===== src/rtl/mem_resp_router.sv =====
// In-order tag FIFO that steers memory read responses to the fetch or load path.
// Optional sticky unexpected-response flag enabled by defining MEM_RESP_ROUTER_ERR_EN.
module mem_resp_router #(
    parameter int WIDTH = 64,
    parameter int DEPTH = 4
) (
    input  logic                     i_clk,
    input  logic                     i_rst_n,
    input  logic                     i_req_valid,
    input  logic                     i_req_sel,
    output logic                     o_req_ready,
    input  logic                     i_resp_valid,
    input  logic [WIDTH-1:0]         i_resp_data,
    output logic                     o_instr_valid,
    output logic [WIDTH-1:0]         o_instr_data,
    output logic                     o_load_valid,
    output logic [WIDTH-1:0]         o_load_data,
    output logic [$clog2(DEPTH):0]   o_outstanding,
    output logic                     o_err
);

    localparam int AW = $clog2(DEPTH);
    localparam int CW = AW + 1;
    localparam logic [CW-1:0] FULL_COUNT = CW'(DEPTH);

    logic              tag_mem_r [DEPTH];
    logic [AW-1:0]     wr_ptr_r;
    logic [AW-1:0]     rd_ptr_r;
    logic [CW-1:0]     count_r;
    logic [CW-1:0]     count_nxt_s;
    logic              push_s;
    logic              pop_s;
    logic              head_tag_s;
    logic              instr_valid_r;
    logic              load_valid_r;
    logic [WIDTH-1:0]  instr_data_r;
    logic [WIDTH-1:0]  load_data_r;

    // Accept/pop qualification; ready depends on the registered count only.
    always_comb begin
        o_req_ready = (count_r != FULL_COUNT);
        push_s      = i_req_valid && (count_r != FULL_COUNT);
        pop_s       = i_resp_valid && (count_r != {CW{1'b0}});
        head_tag_s  = tag_mem_r[rd_ptr_r];
    end

    // Next occupancy from the push/pop combination.
    always_comb begin
        count_nxt_s = count_r;
        case ({push_s, pop_s})
            2'b10:   count_nxt_s = count_r + CW'(1);
            2'b01:   count_nxt_s = count_r - CW'(1);
            default: count_nxt_s = count_r;
        endcase
    end

    // Tag storage; stale entries are never read because count gates every pop.
    always_ff @(posedge i_clk) begin
        if (push_s) begin
            tag_mem_r[wr_ptr_r] <= i_req_sel;
        end
    end

    // Pointers and occupancy.
    always_ff @(posedge i_clk) begin
        if (!i_rst_n) begin
            wr_ptr_r <= {AW{1'b0}};
            rd_ptr_r <= {AW{1'b0}};
            count_r  <= {CW{1'b0}};
        end else begin
            if (push_s) begin
                wr_ptr_r <= wr_ptr_r + AW'(1);
            end
            if (pop_s) begin
                rd_ptr_r <= rd_ptr_r + AW'(1);
            end
            count_r <= count_nxt_s;
        end
    end

    // Registered routing of the popped response; data holds unless its own path fires.
    always_ff @(posedge i_clk) begin
        if (!i_rst_n) begin
            instr_valid_r <= 1'b0;
            load_valid_r  <= 1'b0;
            instr_data_r  <= {WIDTH{1'b0}};
            load_data_r   <= {WIDTH{1'b0}};
        end else begin
            instr_valid_r <= pop_s && !head_tag_s;
            load_valid_r  <= pop_s && head_tag_s;
            if (pop_s && !head_tag_s) begin
                instr_data_r <= i_resp_data;
            end
            if (pop_s && head_tag_s) begin
                load_data_r <= i_resp_data;
            end
        end
    end

`ifdef MEM_RESP_ROUTER_ERR_EN
    logic err_r;

    // Sticky flag for a response that arrives with no tag outstanding.
    always_ff @(posedge i_clk) begin
        if (!i_rst_n) begin
            err_r <= 1'b0;
        end else if (i_resp_valid && (count_r == {CW{1'b0}})) begin
            err_r <= 1'b1;
        end
    end

    assign o_err = err_r;
`else
    assign o_err = 1'b0;
`endif

    assign o_instr_valid = instr_valid_r;
    assign o_instr_data  = instr_data_r;
    assign o_load_valid  = load_valid_r;
    assign o_load_data   = load_data_r;
    assign o_outstanding = count_r;

endmodule


===== config.mk =====
export PLATFORM = sky130hd
export DESIGN_NAME = mem_resp_router
export DESIGN_NICKNAME = d
export VERILOG_FILES = /design/src/rtl/mem_resp_router.sv
export SDC_FILE = /design/constraint.sdc
export NUM_CORES = 1
export LEC_CHECK = 0
export CAP_MARGIN = 10
export CORE_ASPECT_RATIO = 0.75
export CORE_MARGIN = 5
export CORE_UTILIZATION = 45
export CTS_CLUSTER_SIZE = 16
export DETAILED_ROUTE_END_ITERATION = 6
export GPL_TIMING_DRIVEN = 0
export PLACE_DENSITY = 0.81
export RECOVER_POWER = 50
export SYNTH_ARGS = -nofsm -noshare
export SYNTH_HDL_FRONTEND = slang
export SYNTH_SLANG_ARGS = --single-unit

===== constraint.sdc =====
create_clock -name i_clk -period 5.6 [get_ports i_clk]
set_input_delay 0.84 -clock i_clk [delete_from_list [all_inputs] [get_ports i_clk]]
set_output_delay 0.84 -clock i_clk [all_outputs]
set_load 0.02 [all_outputs]

==> impl_metrics.ini <==
[critical_path]
startpoint = i_resp_valid
endpoint = o_instr_data[36]
crit_path_end_kind = register
reg2reg_from = o_outstanding[1]
r2r_slack_ns = 3.00
reg2reg_depth = 6
crit_arrival_ns = 3.47
rr_endpoint = o_instr_data[36]
crit_required_ns = 5.92
crit_type = in2reg
start_kind = primary input
worst-path-max-fanout = 10

[routing]
drt_iter0_drc = 211
via_per_inst = 4.90
wl_per_cell_microns = 16.7
drc = 0
wirelength_microns = 15800
route.vias.total = 4637
drtPass1Iterations = 4
ant_nets = 0

[global_routing]
grt.overflow.total = 0
antenna_found_initial = 0
grt_usage = 0.217
grt_first_pass_wirelength_microns = 25800
grt_max_degree = 17
first_global_vias = 4977

[floorplan]
die_x_microns = 138
die-area_sq_um = 14700
dieHeight_microns = 106
core_sq_um = 12200
pin_count = 204
rows = 35
start_util = 0.456

[cts]
htreeDepth = 4
cts_tree = done
clockRootBuffer = clkbuf_16
post_cts_resized = 0
post_cts_buffers = 0
clk_pin_slew_ns = 0.06
clock-sinks = 143
clk_latency_ns = 0.41
numCtsBuffers = 17
cts_hold_buf = 0
clock_path_buffers = 2

[timing]
rsz0062_at_grt = false
setup_viol = 0
max_freq_mhz = 318
finalSetupTns_ns = 0
min_period_ns = 3.15
finalCritPeriodShare = 0.562
finalHoldViolations = 0
clock_skew_ns = 0.00699
worst_pin_slew_ns = 0.779
report.final.slew_viol_count = 0
holdWs_ns = 0.459
slew_headroom = 0.481

[placement]
gp_congestion = 0.804
io_buffers = 200
post-dp-hpwl_microns = 11600

[layout]
diodes = 0
multi_input_area_sq_um = 2300
fin_nets = 843
seq_area_sq_um = 2900
layout-drive-gt1-share = 0.0461
syn2layout_area_growth_pct = 47.7
fillers = 971

[pwr]
power_density_nw_per_um2 = 435
power.leakage_nw = 3.38
ir_drop_uv = 252

[synthesis]
ys_seq_area_frac = 0.523
syn_inst = 549
syn_avg_cell_area_sq_um = 10.1
synth_cell_type_count = 30
ys_seq_elements = 143
ys_warn_count = 0
synthesis.nets = 624
netlist_area_sq_um = 5560

[worst_hold_path]
hold_class = reg2reg

[run_status]
status = finished clean

[flow_run]
drv_cap = 0
-- how the worst min path moves through the flow --
stage	cells after the start	slack, ns	endpoint	startpoint
2_1_floorplan	2	0.48	register	rd_ptr_r[1]
3_3_place_gp	2	0.44	o_instr_data[9]	o_instr_data[9]
3_5_place_dp	2	0.45	o_instr_data[8]	o_instr_data[8]
4_1_cts	2	0.46	o_instr_data[54]	o_instr_data[54]
5_1_grt	2	0.47	o_instr_data[61]	o_instr_data[61]
6_report	2	0.46	o_instr_data[61]	o_instr_data[61]
-- cells in the final DEF, fill, tap and decap left out, drive strengths merged --
| cell | instances |
|---|---|
| mux4 | 1 |
| bufinv | 3 |
| nor2 | 7 |
| clkinvlp | 4 |
| buf | 3 |
| mux2i | 128 |
| fa | 1 |
| edfxtp | 4 |
| and3 | 5 |
| xnor2 | 1 |
| ha | 5 |
| nand2 | 195 |
| o31a | 1 |
| clkdlybuf4s50 | 196 |
| a21o | 2 |
| nor2b | 1 |
| conb | 1 |
| o21ai | 1 |
| clkinv | 4 |
| o311ai | 1 |
| inv | 8 |
| clkbuf | 55 |
| a21oi | 4 |
| or3 | 1 |
| nand3 | 2 |
| or3b | 1 |
| xor2 | 3 |
| dlygate4sd3 | 4 |
| dfxtp | 139 |
-- where the power goes --
part	total, W	internal, W	leakage [nW]	switching, W
sequential	0.00130	0.00120	1.16	0.000106
clock	0.00116	0.000725	0.292	0.000431
combinational	0.00111	0.000528	1.93	0.000585
total	0.00357	0.00245	3.38	0.00112
-- cell families (layout without fill, tap and decap cells) --
kind of cell	after synthesis	in the layout	share of synthesized area
compound gates	9	9	0.0104
xor+xnor	4	4	0.00631
fa+ha+maj	6	6	0.0149
buf+inv	45	277	0.0599
flops	143	143	0.523
mux	129	129	0.235
other cells	1	1	0.000675
simple gates	212	212	0.151
-- sequential cells by signal, summed over array words and instances, names as in the netlist, named ones only --
| register | count |
|---|---|
| o_instr_data | 64 |
| o_load_data | 64 |
| tag_mem_r | 4 |
| o_outstanding | 3 |
| rd_ptr_r | 2 |
| wr_ptr_r | 2 |
| o_instr_valid | 1 |
| o_load_valid | 1 |
-- critical path, cell delays in order --
cell	delay, ns
dlygate4sd3_1	0.57
o31a_1	0.14
clkbuf_1	0.26
nor2b_1	0.20
clkbuf_1	0.49
clkbuf_1	0.63
mux2i_1	0.33
-- layer usage --
| metal | global-route usage | routed length, microns | vias to the layer above |
|---|---|---|---|
| li1 | - | - | 2242 |
| met1 | 0.254 | 6600 | 2209 |
| met2 | 0.363 | 7560 | 162 |
| met3 | 0.0890 | 1350 | 24 |
| met4 | 0.0762 | 277 | 0 |
| met5 | 0 | 0 | - |
-- final cells by class --
cell class | instances | share of cell area
flip-flops and latches | 143 | 0.354
clock inverters | 13 | 0.0197
repair buffers | 200 | 0.244
clock buffers | 19 | 0.0552
inverters | 6 | 0.00275
well taps | 166 | 0.0253
plain buffers | 39 | 0.0183
multi-input cells | 361 | 0.281
-- cell usage after synthesis --
library cell	instances	area (sq um)
edfxtp_1	4	120
o311ai_0	1	8.76
xnor2_1	1	8.76
o31a_1	1	8.76
fa_1	1	20.0
and3_2	1	7.51
buf_1	2	7.51
o21ai_0	1	5.00
ha_1	5	62.6
a21oi_1	4	20.0
buf_6	6	67.6
inv_1	6	22.5
buf_2	1	5.00
clkbuf_1	22	82.6
or3b_2	1	8.76
or3_1	1	6.26
buf_12	7	140
conb_1	1	3.75
nor2_1	7	26.3
a21o_1	2	15.0
nand2_1	194	728
nand3_1	2	10.0
mux2i_1	128	1280
mux4_2	1	22.5
nor2b_4	1	13.8
xor2_1	3	26.3
buf_4	1	7.51
and3_1	4	25.0
dfxtp_1	139	2780
nand2_4	1	11.3
-- through the flow --
| stage | instances | util | power (W) | area (sq um) | setup WS, ns |
|---|---|---|---|---|---|
| 2_1_floorplan | 549 | - | 0.00203 | 5560 | 3.08 |
| 3_3_place_gp | 915 | 0.638 | 0.00249 | 7760 | 2.69 |
| 3_5_place_dp | 915 | 0.638 | 0.00252 | 7760 | 2.62 |
| 4_1_cts | 947 | 0.688 | 0.00368 | 8380 | 2.67 |
| 5_1_grt | 947 | 0.674 | 0.00374 | 8200 | 2.26 |
| 6_report | 947 | 0.674 | 0.00357 | 8200 | 2.45 |
No activity file was read; power rests on OpenSTA's default activity.
